<file path="src/rtl/spi_tx.sv">
// SPI master transmit engine: AXIS words shifted out MSB-first with prescaled sclk and cs_n framing.
// Optional back-to-back framing without cs_n deassertion under `define SPI_TX_CONTINUOUS_EN.
module spi_tx #(
  parameter int AXIS_DATA_WIDTH = 8,
  parameter int PRESCALE_WIDTH  = 16
) (
  input  logic                       clk,
  input  logic                       rst,
  input  logic [AXIS_DATA_WIDTH-1:0] s_axis_tdata,
  input  logic                       s_axis_tvalid,
  output logic                       s_axis_tready,
  output logic                       sclk,
  output logic                       txd,
  output logic                       cs_n,
  output logic                       enable_capture,
  input  logic [1:0]                 spi_mode,
  input  logic [5:0]                 spi_word_width,
  input  logic [PRESCALE_WIDTH-1:0]  prescale,
  output logic                       busy
);

  localparam int DW = AXIS_DATA_WIDTH;
  localparam int PW = PRESCALE_WIDTH;
  localparam logic [PW-1:0] ONE_P = 1;

  typedef enum logic [2:0] {IDLE, LEAD, SHIFT, TRAIL, GAP} state_t;

  state_t        state, state_n;
  logic [PW-1:0] cnt, cnt_n, pm1, pm1_n;
  logic [5:0]    bit_cnt, bit_cnt_n, wm1, wm1_n;
  logic          half, half_n;
  logic          cpha, cpha_n;
  logic [DW-1:0] sh, sh_n;
  logic          txd_q, txd_n, sclk_q, sclk_n, cs_n_q, cs_n_n;
  logic          en_q;
  logic          load, hs, edge_now, last_edge;

  logic [5:0]    wm1_in;
  logic [PW-1:0] pm1_in;
  logic [6:0]    sa;
  logic [DW-1:0] sh_in;

  // Normalised config and MSB-aligned data for the word being offered
  always_comb begin
    if (spi_word_width == 6'd0 || {26'd0, spi_word_width} > DW)
      wm1_in = 6'(DW - 1);
    else
      wm1_in = spi_word_width - 6'd1;
    pm1_in = (prescale == '0) ? '0 : prescale - ONE_P;
    sa     = 7'(DW - 1) - {1'b0, wm1_in};
    sh_in  = s_axis_tdata << sa;
  end

  assign edge_now  = (state == LEAD || state == SHIFT) && (cnt == '0);
  assign last_edge = edge_now && half && (bit_cnt == wm1);

`ifdef SPI_TX_CONTINUOUS_EN
  assign s_axis_tready = ((state == IDLE) && en_q) || last_edge;
`else
  assign s_axis_tready = (state == IDLE) && en_q;
`endif

  assign hs             = s_axis_tvalid && s_axis_tready;
  assign sclk           = sclk_q;
  assign txd            = txd_q;
  assign cs_n           = cs_n_q;
  assign enable_capture = ~cs_n_q;
  assign busy           = (state != IDLE);

  always_comb begin
    state_n   = state;
    cnt_n     = cnt;
    pm1_n     = pm1;
    bit_cnt_n = bit_cnt;
    wm1_n     = wm1;
    half_n    = half;
    cpha_n    = cpha;
    sh_n      = sh;
    txd_n     = txd_q;
    sclk_n    = sclk_q;
    cs_n_n    = cs_n_q;
    load      = 1'b0;

    case (state)
      IDLE: begin
        sclk_n = spi_mode[1];
        txd_n  = 1'b1;
        cs_n_n = 1'b1;
        if (hs) begin
          load    = 1'b1;
          cs_n_n  = 1'b0;
          state_n = LEAD;
        end
      end
      LEAD, SHIFT: begin
        if (cnt != '0) begin
          cnt_n = cnt - ONE_P;
        end else begin
          cnt_n   = pm1;
          sclk_n  = ~sclk_q;
          state_n = SHIFT;
          if (!half) begin
            half_n = 1'b1;
            if (cpha) begin
              txd_n = sh[DW-1];
              sh_n  = {sh[DW-2:0], 1'b1};
            end
          end else begin
            half_n = 1'b0;
            if (!cpha) begin
              txd_n = sh[DW-1];
              sh_n  = {sh[DW-2:0], 1'b1};
            end
            if (bit_cnt == wm1) begin
              state_n = TRAIL;
`ifdef SPI_TX_CONTINUOUS_EN
              // Chain the next word straight onto the final edge; cs_n stays low
              if (hs) begin
                load    = 1'b1;
                state_n = LEAD;
              end
`endif
            end else begin
              bit_cnt_n = bit_cnt + 6'd1;
            end
          end
        end
      end
      TRAIL: begin
        if (cnt != '0) begin
          cnt_n = cnt - ONE_P;
        end else begin
          cnt_n   = pm1;
          cs_n_n  = 1'b1;
          txd_n   = 1'b1;
          state_n = GAP;
        end
      end
      GAP: begin
        if (cnt != '0)
          cnt_n = cnt - ONE_P;
        else
          state_n = IDLE;
      end
      default: state_n = IDLE;
    endcase

    if (load) begin
      cpha_n    = spi_mode[0];
      wm1_n     = wm1_in;
      pm1_n     = pm1_in;
      cnt_n     = pm1_in;
      bit_cnt_n = 6'd0;
      half_n    = 1'b0;
      // CPHA=0 presents the MSB immediately; CPHA=1 waits for the leading edge
      if (spi_mode[0]) begin
        txd_n = 1'b1;
        sh_n  = sh_in;
      end else begin
        txd_n = sh_in[DW-1];
        sh_n  = {sh_in[DW-2:0], 1'b1};
      end
    end
  end

  always_ff @(posedge clk) begin
    if (!rst) begin
      state   <= IDLE;
      cnt     <= '0;
      pm1     <= '0;
      bit_cnt <= 6'd0;
      wm1     <= 6'd0;
      half    <= 1'b0;
      cpha    <= 1'b0;
      sh      <= '0;
      txd_q   <= 1'b1;
      sclk_q  <= spi_mode[1];
      cs_n_q  <= 1'b1;
      en_q    <= 1'b0;
    end else begin
      state   <= state_n;
      cnt     <= cnt_n;
      pm1     <= pm1_n;
      bit_cnt <= bit_cnt_n;
      wm1     <= wm1_n;
      half    <= half_n;
      cpha    <= cpha_n;
      sh      <= sh_n;
      txd_q   <= txd_n;
      sclk_q  <= sclk_n;
      cs_n_q  <= cs_n_n;
      en_q    <= 1'b1;
    end
  end

endmodule

</file>
<file path="config.mk">
export PLATFORM = sky130hd
export DESIGN_NAME = spi_tx
export DESIGN_NICKNAME = d
export VERILOG_FILES = /design/src/rtl/spi_tx.sv
export SDC_FILE = /design/constraint.sdc
export NUM_CORES = 1
export LEC_CHECK = 0
export CORE_MARGIN = 3
export CORE_UTILIZATION = 58
export DETAILED_ROUTE_END_ITERATION = 6
export GPL_TIMING_DRIVEN = 0
export PLACE_DENSITY_LB_ADDON = 0.2
export SLEW_MARGIN = 15
export SYNTH_ARGS = -nofsm -noshare
export SYNTH_HDL_FRONTEND = slang
export SYNTH_SLANG_ARGS = --single-unit
export TNS_END_PERCENT = 1
</file>
<file path="constraint.sdc">
create_clock -name clk -period 3.7 [get_ports clk]
set_input_delay 0.555 -clock clk [delete_from_list [all_inputs] [get_ports clk]]
set_output_delay 0.555 -clock clk [all_outputs]
set_load 0.1 [all_outputs]
</file>
Word-level counts from Yosys, hierarchy flattened
Cells that the tools add are included.

word-level totals
  flip-flop bits (word level) = 61
  bits in read-only memories = 0
  input port bits = 35
  word-level logic and storage cells = 103
  memories kept = 0
  bits in latches = 0
  RAM bits = 0
  output and inout bits = 6

operators by class
  shift-type cells = 1
  div/mod/pow operators = 0
  add/subtract/negate cells = 5
  muxes and demuxes = 37
  bitwise logic cells = 5
  equality and inequality tests = 18
  multipliers = 0
  reduce and logical (&&, ||, !) cells = 24
  magnitude comparators = 1

operators by type and width
  operator                 count
  $mux W16                 4
  $mux W8                  7
  $pmux W16 S2             1
  $sub A16 B1 Y16 const B  2
  $logic_not A16 Y1        1
  $mux W1                  16
  $reduce_bool A16 Y1      1
  $mux W3                  4
  $ne A3 B3 Y1 const B     4
  $pmux W3 S4              1
  $reduce_and A4 Y1        3
  $ne A2 B2 Y1 const B     5
  $reduce_bool A3 Y1       3
  $ne A4 B4 Y1 const B     2
  $reduce_and A2 Y1        4
  $shl A8 B7 Y8            1
  $sub A3 B6 Y7 const A    1
  $add A6 B1 Y6 const B    1
  $eq A3 B2 Y1 const B     2
  $eq A6 B6 Y1             1
  $gt A6 B4 Y1 const B     1
  $logic_not A6 Y1         1
  $mux W6                  1
  $sub A6 B1 Y6 const B    1
  other kinds (15)         23

Longest topological paths before layout
Gate-level depths: netlist of run 1.

  word-level depth = 7
  depth in mapped cells = 15
  mapped depth without buffers = 14

Worst setup path after synthesis of run 1
OpenSTA, ideal clock, no wires.

  path kind = input-to-reg
  from = input spi_word_width[0]
  to = register sh[4]
  data arrival time = 3.360 ns
  data required time = 3.622 ns
  stages on the path = 15
  slack = 0.262 ns
  path buffers = 1
  setup time = 0.078 ns
  path through = clkbuf_1 -> inv_1 -> ha_1 -> nand2b_1 -> xnor2_1 -> nor2_1 -> nand3_1 -> ha_1 -> nor2b_1 -> inv_1 -> a31oi_1 -> nor2b_1 -> a2bb2oi_1 -> o211a_1 -> nor3_1

between the ends
  word-level cells in the longest chain between the ends = 7
  elaborated cells between the ends (all ways) = 9
  classes of those cells = 2 x add/sub; 1 x order compare; 1 x shift; 3 x mux; 2 x reduce/logical

ends and longest elaborated chain
  what                                                     RTL line  source
  from (decl)                                              17        input logic [5:0] spi_word_width,
  $gt A6 B4 Y1 / $logic_not A6 Y1 (equally long branches)  45        if (spi_word_width == 6'd0 || {26'd0, spi_word_width} > DW)
  $logic_or A1 B1 Y1                                       45
  $mux W6 (*)                                              45
  $sub A3 B6 Y7 (*)                                        50        sa = 7'(DW - 1) - {1'b0, wm1_in};
  $shl A8 B7 Y8 (*)                                        51        sh_in = s_axis_tdata << sa;
  $mux W8 (*)                                              156       if (spi_mode[0]) begin
  $mux W8 (*)                                              148       if (load) begin
  to (signal assigned)                                     188       sh <= sh_n;
  to (decl)                                                33        logic [DW-1:0] sh, sh_n;

Mark *: on every way between the ends. The rest lies on a longest branch, timed or not.
A chain may end at the register's enable or synchronous reset.

Final worst setup path of run 1
  from = input spi_word_width[1]
  to = register sh[4]

The elaborated chain is that of the path after synthesis.

==> results of run 1 <==
-- state kept, by name, summed over array words and instances, names as in the netlist, 3 cells and up --
register,flops
state,3
cnt,16
sh,8
wm1,6
bit_cnt,6
pm1,16
-- worst max-delay path, stage by stage --
cell and delay, ps:
clkdlybuf4s50_1 470, inv_1 130, ha_2 250, nand2b_2 140
xnor2_2 230, nor2_1 170, nand3_1 160, ha_1 340
nor2b_2 220, inv_1 90, a31oi_2 210, nor2b_2 230
a2bb2oi_1 110, o211a_1 210, nor3_1 180
-- kinds of logic after synthesis --
logic type      share of synthesized area, %
fa+ha+maj                               2.17
compound gates                          22.9
flops                                   30.6
mux                                     2.21
simple gates                            29.1
buf+inv                                 4.85
xor+xnor                                8.23
-- worst min-delay path by stage --
stage | depth (start not counted) | from | to | slack [ps]
2_1_floorplan | 2 | pm1[6]$_SDFFE_PN0P_ | pm1[6]$_SDFFE_PN0P_ | 440
3_3_place_gp | 2 | pm1[6]$_SDFFE_PN0P_ | pm1[6]$_SDFFE_PN0P_ | 460
3_5_place_dp | 2 | pm1[6]$_SDFFE_PN0P_ | pm1[6]$_SDFFE_PN0P_ | 470
4_1_cts | 2 | pm1[6]$_SDFFE_PN0P_ | pm1[6]$_SDFFE_PN0P_ | 490
5_1_grt | 2 | pm1[6]$_SDFFE_PN0P_ | pm1[6]$_SDFFE_PN0P_ | 500
6_report | 2 | pm1[8]$_SDFFE_PN0P_ | pm1[8]$_SDFFE_PN0P_ | 490
-- per-stage QoR --
step                cell area, µm²  hold slack [ps]  total power [W]  util (%)  instances
finish                        4710              485          0.00193      72.1        662
global route                  4710              498          0.00202      72.1        662
CTS                           4700              486          0.00191      71.9        662
detailed placement            4510              472          0.00138      69.1        647
global placement              4510              464          0.00136      69.1        647
floorplan                     4030              444          0.00121         -        531
-- layer usage --
metal	vias to the layer above	global-route usage, %
li1	2012	-
met3	19	4.98
met5	-	0
met1	1899	39.3
met4	0	9.88
met2	182	44.1
-- timing repair --
item / CTS / global route
resized for setup: 3 / 6
pin swaps: 0 / 0
setup endpoints to repair: 7 / 4
gates cloned: 0 / 0
-- placed cells by master, fill, tap and decap left out, types with 3 or more instances in the layout --
master and instances:
a211oi_1 3, a21boi_0 4, a21oi_1 60, a31oi_1 9, and2_1 7, and4b_1 3, buf_2 3, buf_6 3
clkbuf_1 20, clkbuf_8 10, clkdlybuf4s50_1 38, clkinvlp_4 3, dfxtp_1 60, ha_1 6, inv_1 13, mux2i_1 4
nand2_1 50, nand2b_1 4, nand3_1 23, nand3b_1 4, nand4_1 5, nor2_1 58, nor2b_1 15, nor3_1 13
nor4_1 9, o211a_1 4, o211ai_1 6, o21ai_0 37, o22ai_1 3, o31ai_1 3, or3_1 5, or3b_2 4
xnor2_1 19, xor2_1 16
-- final cells by class --
| type | instances | area [µm²] | area share, % |
|---|---|---|---|
| multi-input cells | 427 | 2630 | 55.7 |
| well taps | 77 | 96.3 | 2.04 |
| flip-flops and latches | 61 | 1230 | 26.1 |
| inverters | 14 | 52.6 | 1.12 |
| plain buffers | 28 | 139 | 2.95 |
| clock buffers | 11 | 141 | 3.00 |
| repair buffers | 39 | 390 | 8.28 |
| clock inverters | 5 | 36.3 | 0.770 |
-- power groups by stage --
stage | clock [W] | sequential (W) | combinational, W
2_1_floorplan | 0 | 0.000786 | 0.000428
3_3_place_gp | 0 | 0.000774 | 0.000584
3_5_place_dp | 0 | 0.000776 | 0.000600
4_1_cts | 0.000536 | 0.000762 | 0.000608
5_1_grt | 0.000571 | 0.000771 | 0.000682
6_report | 0.000545 | 0.000764 | 0.000620
==> summary.txt, run 1 <==
Run status
  • Outcome: complete, no violations

Clock network
  • Postcts setup bufs: 0
  • Clock sink count: around 60
  • Clk buf depth: 2
  • Worst skew pair latency: approximately 360 ps
  • Clk slew on worst S/H paths: 80 ps
  • Hold-fix buffers, CTS: 0
  • CTS tree: done
  • H-tree level count: 3
  • Clock Tree Root: clkbuf_8
  • CTS Buf Count: 9

Die
  • I/O pin cnt: 41
  • Initial core utilization: 61.7%
  • Die H: 89.3 µm
  • Std-Cell Rows: 29
  • Die Width: between 80 and 90 µm
  • Core ar.: between 6000 and 7000 µm²
  • Die area: 7980 µm²

Placed design
  • Place WS: -875 ps
  • Gpl congestion: just over 0.9
  • Number of port buffers: 39
  • HPWL after DPL: ~8000 µm

Layout
  • Total Nets Final: 622
  • Fillers: 540
  • Diode count: 0
  • Layout cell share with drive strength beyond 1: between 8 and 9%
  • Layout area overhead: 17.0%

Critical path
  • R2R Path End: bit_cnt[5]$_SDFFE_PP0P_
  • Worst setup SP type: input port
  • Cells on worst reg2reg path: 8
  • Worst R2R Setup Slack: around 1100 ps
  • CP required: 3970 ps
  • Critical path startpoint: spi_word_width[1]
  • Crit path max fanout: 9
  • Arrival @ worst endpoint: around 3700 ps
  • Crit. End Element: register
  • RR Startpoint: cnt[9]$_SDFFE_PN0P_
  • Setup crit end: sh[4]$_SDFFE_PN0P_
  • Critical path class: in -> reg

Synthesis
  • Top post-synthesis cells by count: a21oi_1, dfxtp_1, nor2_1, nand2_1, o21ai_0
  • Mapped Nets: ~570
  • Register area share after synthesis: about 30%
  • Syn Inst Count: about 530
  • Cell accounting for the most synthesized area: dfxtp_1
  • Ys async rst share: 0%
  • Post-synth top area share: between 20% and 30%
  • Top_reg_cell synth: dfxtp_1
  • Ys Warns: 0
  • Synthesized area: between 4000 and 5000 µm²
  • Avg Cell Area, Syn: around 7.6 µm²
  • Post-synth EDFFs: 1
  • Synth top area cells: dfxtp_1, a21oi_1, nor2_1
  • Synthesized flop and latch total: 61
  • Unique masters post-synth: 72

Route
  • Routed WL per cell: about 16 µm
  • Routed WL: 10,700 µm
  • Final ANT Viol Nets: 0
  • Drt initial violations: between 300 and 400
  • Met3 WL post-DR: between 700 and 800 µm
  • Top layer in use: met4
  • First-pass DRT Iterations: 5
  • DRC viols: 0
  • Routed via count: approximately 4,000
  • M1 WL: 4900 µm
  • Via/cell ratio: approximately 6.2
  • Met2 WL: 4830 µm

Timing
  • Setup tns final: 0 ps
  • Final hold vios: 0
  • Slew Viols, Final: 0
  • FMAX: around 290 MHz
  • Final setup fails: 0
  • Minimum clock period: ~3400 ps
  • Clock skew: 15.5 ps
  • Tcrit/Tclk final: between 90 and 100%
  • Measured slew at the worst slew-check pin: 968 ps
  • PnR worst setup slack: about 270 ps
  • Unrepaired setup endpoints after global routing: no
  • Rel. slew slack: between 30% and 40%

Power and ir drop
  • Sequential Power Share: approximately 40%
  • Switching power: ~0.00070 W
  • PD cells: about 400 nW/µm²
  • P_int: 0.00123 W
  • Leakage: 1.80 nW
  • Power share of the clock group: 28.3%
  • IR drop worst, VDD: 0.177 mV
  • Gate power share: between 30 and 40%
  • Switching share of power: a little over a third

GRT
  • First-pass GRT wire length: around 18,000 µm
  • Pin count of the biggest net entering global routing: 13
  • Total GRT Usage: between 20% and 30%
  • Grt ovf: 0
  • Number of global-route vias before repair: 3,767
  • Initial antenna violation count: 0

Flow run
  • Max-Cap Viols: 0

Worst hold path
  • Worst hold path type: reg -> reg
(Power assumes the default switching activity.)
==> inputs of run 2 (changes only) <==
--- a/config.mk
+++ b/config.mk
@@ -5,8 +5,9 @@
 export SDC_FILE = /design/constraint.sdc
 export NUM_CORES = 1
 export LEC_CHECK = 0
+export ABC_AREA = 1
 export CORE_MARGIN = 3
-export CORE_UTILIZATION = 58
+export CORE_UTILIZATION = 25
 export DETAILED_ROUTE_END_ITERATION = 6
 export GPL_TIMING_DRIVEN = 0
 export PLACE_DENSITY_LB_ADDON = 0.2
==> constraint.sdc (replaced) <==
create_clock -name clk -period 4.4 [get_ports clk]
set_input_delay 0.66 -clock clk [delete_from_list [all_inputs] [get_ports clk]]
set_output_delay 0.66 -clock clk [all_outputs]
set_load 0.1 [all_outputs]
==> run 2 against run 1 <==
  * Power grew 48%
  * Synthesized area shrank 1.2%
  * Utilization shrank 40 points
  * Clock power grew 24%
  * Routed wire length grew 5.8%
==> summary.txt, run 2 <==
Power and ir drop
  • P_int: 0.00157 W (+28%)
  • Leakage: 2.20 nW (+22%)
  • Sequential Power Share: 27.4% (-12 points)
  • Switching share of power: 45.2% (+8.8 points)
  • Power share of the clock group: 23.7% (-4.6 points)
  • PD cells: 579 nW/µm² (+41%)
  • IR drop worst, VDD: 0.171 mV (-3.4%)
  • Switching power: 0.00129 W (+84%)
  • Gate power share: 48.9% (+17 points)

Placed design
  • Placed cells: 862 (+33%)
  • HPWL after DPL: 8730 µm (+8.7%)
  • Gpl congestion: 0.839 (-9.4%)
  • Number of port buffers: 40 (+2.6%)
  • Place WS: 990 ps (+1870 ps)

Route
  • Routed WL: 11,300 µm (+5.8%)
  • First-pass DRT Iterations: 5 (unchanged)
  • DRC viols: 0 (unchanged)
  • Routed via count: 4,066 (-1.1%)
  • Via/cell ratio: 4.64 (-25%)
  • Routed WL per cell: 12.9 µm (-20%)
  • Final ANT Viol Nets: 0 (unchanged)
  • Drt initial violations: 235 (-33%)

Critical path
  • Crit path max fanout: 10 (+1)
  • Critical path class: in -> reg
  • Worst R2R Setup Slack: 2180 ps (+1120 ps)
  • CP Cell Sequence: clkdlybuf4s50_1, inv_1, ha_1, nand3_1, nand2_2, nor2_8, nand2_2, ha_1, nor2_1, nand2_2, nor2_2, buf_6, nand3_1, nand3_1, nand3_1, nand2_1, nand2_1, nand3_1, nand2_1, inv_1
  • Worst path max stage delay: 450 ps (-20 ps)
  • Crit path top cell by count: nand3_1
  • Critical-path top delay cell: clkdlybuf4s50_1
  • Crit. End Element: register
  • Arrival @ worst endpoint: 3320 ps (-390 ps)
  • Worst setup SP type: input port
  • CP required: 4680 ps (+710 ps)

Synthesis
  • Post-synth EDFFs: 1 (unchanged)
  • Synthesized area: 3980 µm² (-1.2%)
  • Register area share after synthesis: 30.9% (+0.37 points)
  • Post-synth top area share: 30.2% (+0.36 points)
  • Synth top area cells: dfxtp_1, nand2_1, inv_1
  • Syn Inst Count: 611 (+15%)
  • Top post-synthesis cells by count: nand2_1, inv_1, nand3_1, dfxtp_1, nor2_1
  • Unique masters post-synth: 50 (-31%)
  • Synthesized flop and latch total: 61 (unchanged)
  • Top-count cell post-synth: nand2_1
  • Avg Cell Area, Syn: 6.51 µm² (-14%)
  • Ys async rst share: 0% (unchanged)
  • Top_reg_cell synth: dfxtp_1
  • Mapped Nets: 653 (+14%)
  • Cell accounting for the most synthesized area: dfxtp_1
  • Ys Warns: 0 (unchanged)

Clock network
  • CTS Buf Count: 9 (unchanged)
  • CTS tree: done
  • Worst skew pair latency: 330 ps (-30 ps)
  • Clock Tree Root: clkbuf_16
  • Clk slew on worst S/H paths: 50 ps (-30 ps)
  • Clk buf depth: 2 (unchanged)
  • Hold-fix buffers, CTS: 0 (unchanged)
  • Postcts setup bufs: 0 (unchanged)
  • Post-CTS Resized: 0 (-3)
  • H-tree level count: 3 (unchanged)
  • Clock sink count: 61 (unchanged)

Layout
  • Commonest non-fill, non-tap cells in the layout: nand2_1, inv_1, nand3_1, dfxtp_1, nor2_1
  • Total Nets Final: 704 (+13%)
  • Layout cell share with drive strength beyond 1: 8.41% (+0.37 points)
  • Commonest non-fill, non-tap cell in the layout: nand2_1
  • Layout area overhead: 24.0%
  • Diode count: 0 (unchanged)
  • Cell Count, Final, Fillers Out: 877 (+32%)
  • Top flop regs: cnt (16), pm1 (16), sh (8)
  • Fillers: 1,672 (+210%)

Die
  • Die Width: 132 µm (+48%)
  • Std-Cell Rows: 45 (+55%)
  • Core ar.: 15,400 µm² (+140%)
  • I/O pin cnt: 41 (unchanged)
  • Initial core utilization: 25.9% (-36 points)
  • Die H: 132 µm (+48%)
  • Die area: 17,500 µm² (+120%)

GRT
  • Grt ovf: 0 (unchanged)
  • Number of global-route vias before repair: 3,753 (-0.37%)
  • Initial antenna violation count: 0 (unchanged)
  • Pin count of the biggest net entering global routing: 11 (-2)
  • Total GRT Usage: 13.2% (-15 points)
  • First-pass GRT wire length: 18,800 µm (+7.2%)

Timing
  • Setup tns final: 0 ps (unchanged)
  • Final setup fails: 0 (unchanged)
  • Slew Viols, Final: 0 (unchanged)
  • Minimum clock period: 3040 ps
  • Rel. slew slack: 34.6% (-0.67 points)
  • Clock skew: 6.92 ps (-8.57 ps)
  • PnR worst setup slack: 1360 ps (+1090 ps)
  • Tcrit/Tclk final: 69.1%
  • Measured slew at the worst slew-check pin: 978 ps (+10.1 ps)
  • Hold WS: 456 ps (-29.3 ps)
  • Unrepaired setup endpoints after global routing: no
  • FMAX: between 300 and 400 MHz
  • Final hold vios: 0 (unchanged)

Worst hold path
  • Worst hold path type: reg -> reg

Flow run
  • Max-Cap Viols: 0 (unchanged)

Run status
  • Outcome: complete, no violations
run 2: power by group through the flow:
stage	logic [W]	clock network, W	registers (W)
4_1_cts	0.00139	0.000696	0.000780
3_3_place_gp	0.00137	0	0.000789
2_1_floorplan	0.000970	0	0.000847
5_1_grt	0.00157	0.000726	0.000797
6_report	0.00140	0.000678	0.000782
3_5_place_dp	0.00139	0	0.000789
run 2: final cells by class:
type	count	area [µm²]	share of cell area, %
timing repair buffer	40	400	8.12
buffer	13	63.8	1.29
multi-input combinational	445	2340	47.4
inverter	92	347	7.03
clock buffer	14	284	5.76
tap	211	264	5.35
sequential	61	1230	25.0
clock inverter	1	5.00	0.101
run 2: worst paths after layout:
path,from,to,depth (start not counted)
worst min register to register,pm1[3]$_SDFFE_PN0P_,pm1[3]$_SDFFE_PN0P_,2
worst max-delay path,spi_word_width[0],sh[7]$_SDFFE_PN0P_,20
worst max register to register,state[0]$_SDFFE_PN0P_,cnt[14]$_SDFFE_PN0P_,9
worst min-delay path,pm1[3]$_SDFFE_PN0P_,pm1[3]$_SDFFE_PN0P_,2
run 2: metrics by stage:
stage | instance area, µm² | total power, W | util, %
detailed placement | 4640 | 0.00217 | 30.2
floorplan | 3980 | 0.00182 | -
global route | 4930 | 0.00309 | 32.1
global placement | 4640 | 0.00216 | 30.2
CTS | 4930 | 0.00287 | 32.1
finish | 4930 | 0.00286 | 32.1
run 2: routing by layer:
layer / up-vias / global-route usage (%) / wire [µm]
li1: 2127 / - / -
met1: 1858 / 18.7 / 5850
met2: 73 / 20.3 / 4970
met3: 8 / 3.09 / 404
met4: 0 / 3.46 / 121
met5: - / 0 / 0
run 2: worst max-delay path: cells and delay by family:
kind,cells,cell delay [ps]
fa+ha+maj,2,500
simple gates,14,1440
buf+inv,4,720
run 2: logic make-up after synthesis:
logic type               count (synthesis)  share of synthesized area [%]
AO/OA/AOI/OAI                          118                           17.0
XOR/XNOR                                15                           3.30
adder cells (fa/ha/maj)                  7                           2.20
buffers and inverters                  105                           10.3
flip-flops                              61                           30.9
AND/OR/NAND/NOR                        305                           36.3
==> inputs of run 3 (changes only) <==
==> constraint.sdc (replaced) <==
create_clock -name clk -period 3 [get_ports clk]
set_input_delay 0.45 -clock clk [delete_from_list [all_inputs] [get_ports clk]]
set_output_delay 0.45 -clock clk [all_outputs]
set_load 0.1 [all_outputs]
==> run 3 against run 2 <==
  * Die area unchanged
  * Register-to-register slack worse by 1400 ps
  * Sequential cell count unchanged
  * Power is 47% higher
  * Largest cell class unchanged
  * Cell count rose by 0.23%
==> summary.txt, run 3 (synthesized netlist as in run 2, its figures left out) <==
Power and ir drop
  • Gate power share: 49.0% (about the same)
  • P_int: 0.00230 W (+47%)
  • Total chip power: 0.00420 W (+47%)
  • IR drop worst, VDD: 0.251 mV (+47%)
  • Sequential Power Share: 27.3% (about the same)
  • PD cells: 841 nW/µm² (+45%)
  • Switching share of power: 45.2% (about the same)
  • Switching power: 0.00190 W (+47%)
  • Leakage: 2.23 nW (+1.3%)
  • Power share of the clock group: 23.7% (about the same)

Critical path
  • Arrival @ worst endpoint: 2350 ps (-970 ps)
  • R2R Path End: cnt[14]$_SDFFE_PN0P_
  • Crit. End Element: primary output
  • CP required: 2550 ps (-2130 ps)
  • Crit path max fanout: 4 (-6)
  • Critical-path top delay cell: clkdlybuf4s50_1
  • CP Cell Sequence: nor2_2, inv_2, nor2_2, inv_2, nor2_4, clkdlybuf4s50_1
  • Worst setup SP type: register
  • RR Startpoint: state[0]$_SDFFE_PN0P_
  • Cells on worst reg2reg path: 9 (unchanged)
  • Crit path buf inv count: 3 (-1)
  • Crit path max-delay family: buffers and inverters
  • Worst R2R Setup Slack: 790 ps (-1390 ps)
  • Critical path class: reg -> out
  • Worst path max stage delay: 1140 ps (+690 ps)

Clock network
  • CTS tree: done
  • Worst skew pair latency: 330 ps (about the same)
  • Clock sink count: 61 (unchanged)
  • CTS Buf Count: 9 (unchanged)
  • Clk buf depth: 2 (unchanged)
  • Clk slew on worst S/H paths: 50 ps (about the same)
  • Hold-fix buffers, CTS: 0 (unchanged)
  • Clock Tree Root: clkbuf_16
  • H-tree level count: 3 (unchanged)

Die
  • Die area: 17,500 µm² (unchanged)
  • I/O pin cnt: 41 (unchanged)
  • Die Width: 132 µm (unchanged)
  • Std-Cell Rows: 45 (unchanged)
  • Core ar.: 15,400 µm² (unchanged)
  • Initial core utilization: 25.9% (unchanged)
  • Die H: 132 µm (unchanged)

Route
  • Routed via count: 4,093 (+0.66%)
  • Drt initial violations: 223 (-5.1%)
  • Final ANT Viol Nets: 0 (unchanged)
  • Routed WL per cell: 13.0 µm (+0.58%)
  • First-pass DRT Iterations: 5 (unchanged)
  • Via/cell ratio: 4.66 (+0.44%)
  • DRC viols: 0 (unchanged)
  • Routed WL: 11,400 µm (+0.81%)

GRT
  • First-pass GRT wire length: 18,800 µm (unchanged)
  • Pin count of the biggest net entering global routing: 11 (unchanged)
  • Number of global-route vias before repair: 3,753 (unchanged)
  • Initial antenna violation count: 0 (unchanged)
  • Grt ovf: 0 (unchanged)
  • Total GRT Usage: 13.2% (unchanged)

Flow run
  • Max-Cap Viols: 0 (unchanged)

Layout
  • Layout area overhead: 25.3%
  • Top flop regs: cnt (16), pm1 (16), sh (8)
  • Total Nets Final: 706 (+0.28%)
  • Design Area, Final: 4990 µm² (+1.1%)
  • Post-route core utilization: 32.4% (+0.35 points)
  • Diode count: 0 (unchanged)
  • Layout cell share with drive strength beyond 1: 9.88% (+1.5 points)
  • Commonest non-fill, non-tap cell in the layout: nand2_1
  • Commonest non-fill, non-tap cells in the layout: nand2_1, inv_1, dfxtp_1, nand3_1, nor2_1

Worst hold path
  • WHS Endpoint: pm1[3]$_SDFFE_PN0P_
  • Worst hold path type: reg -> reg
  • Min-delay src: pm1[3]$_SDFFE_PN0P_
  • Hold Crit Depth: 2 (unchanged)

Placed design
  • Number of port buffers: 40 (unchanged)
  • Gpl congestion: 0.839 (unchanged)
  • HPWL after DPL: 8730 µm (unchanged)
  • Post-DP Area: 4640 µm² (unchanged)

Timing
  • Hold WS: 456 ps (+0.153 ps)
  • FMAX: ~360 MHz
  • Measured slew at the worst slew-check pin: 978 ps (unchanged)
  • Minimum clock period: 2800 ps
  • Slew Viols, Final: 0 (unchanged)
  • Rel. slew slack: 34.6% (unchanged)
  • Unrepaired setup endpoints after global routing: no
  • Final setup fails: 0 (unchanged)
  • Tcrit/Tclk final: between 90% and 100%
  • Clock skew: 7.11 ps (+0.190 ps)
  • Final hold vios: 0 (unchanged)

Run status
  • Outcome: complete, no violations
[run 3: worst reg2reg max path, cell delays in order (launching register included)]
cell	delay, ps
dfxtp_1	330
nor2_2	170
inv_2	60
nor2_2	140
inv_2	90
nor2_4	100
nand2_2	170
nand3_1	340
clkbuf_1	510
a31oi_1	160
[run 3: through the flow]
| step | instances | setup WS [ps] | TNS [ps] |
|---|---|---|---|
| after floorplan | 611 | 536 | 0 |
| after global placement | 862 | -205 | -1060 |
| after detailed placement | 862 | -200 | -1050 |
| after CTS | 877 | 146 | 0 |
| after global routing | 879 | 20.3 | 0 |
| final | 879 | 203 | 0 |
[run 3: timing repair]
item	4_1_cts	5_1_grt
gates resized for setup	0	10
endpoints found under the hold margin	0	0
setup endpoints to repair	0	6
setup buffers	0	1
[run 3: power groups by stage]
stage / Combinational, W / Clock, W / Sequential [W]
final: 0.00206 / 0.000992 / 0.00115
after global routing: 0.00231 / 0.00107 / 0.00117
after CTS: 0.00204 / 0.00102 / 0.00114
after detailed placement: 0.00203 / 0 / 0.00116
after global placement: 0.00201 / 0 / 0.00116
after floorplan: 0.00142 / 0 / 0.00124
[run 3: worst max path at each step]
stage,from,to,slack (ps),depth (start not counted)
floorplan,spi_word_width[0],sh[7]$_SDFFE_PN0P_,540,20
global placement,spi_word_width[0],sh[7]$_SDFFE_PN0P_,-200,20
detailed placement,spi_word_width[0],sh[7]$_SDFFE_PN0P_,-200,20
CTS,spi_word_width[0],sh[7]$_SDFFE_PN0P_,150,20
global route,spi_word_width[0],sh[5]$_SDFFE_PN0P_,20,20
finish,state[0]$_SDFFE_PN0P_,s_axis_tready,200,6
[run 3: metal layers]
| metal | track usage [%] | vias up | wire [µm] |
|---|---|---|---|
| met5 | 0 | - | 0 |
| met1 | 18.7 | 1871 | 5810 |
| met2 | 20.3 | 83 | 5050 |
| met4 | 3.46 | 0 | 121 |
| met3 | 3.09 | 8 | 456 |
| li1 | - | 2131 | - |
[run 3: layout make-up]
class	count	area, µm²
fill	1669	10400
clock buffer	14	284
timing repair buffer	42	415
clock inverter	1	5.00
buffer	13	63.8
multi-input combinational	445	2380
inverter	92	347
tap	211	264
sequential	61	1230
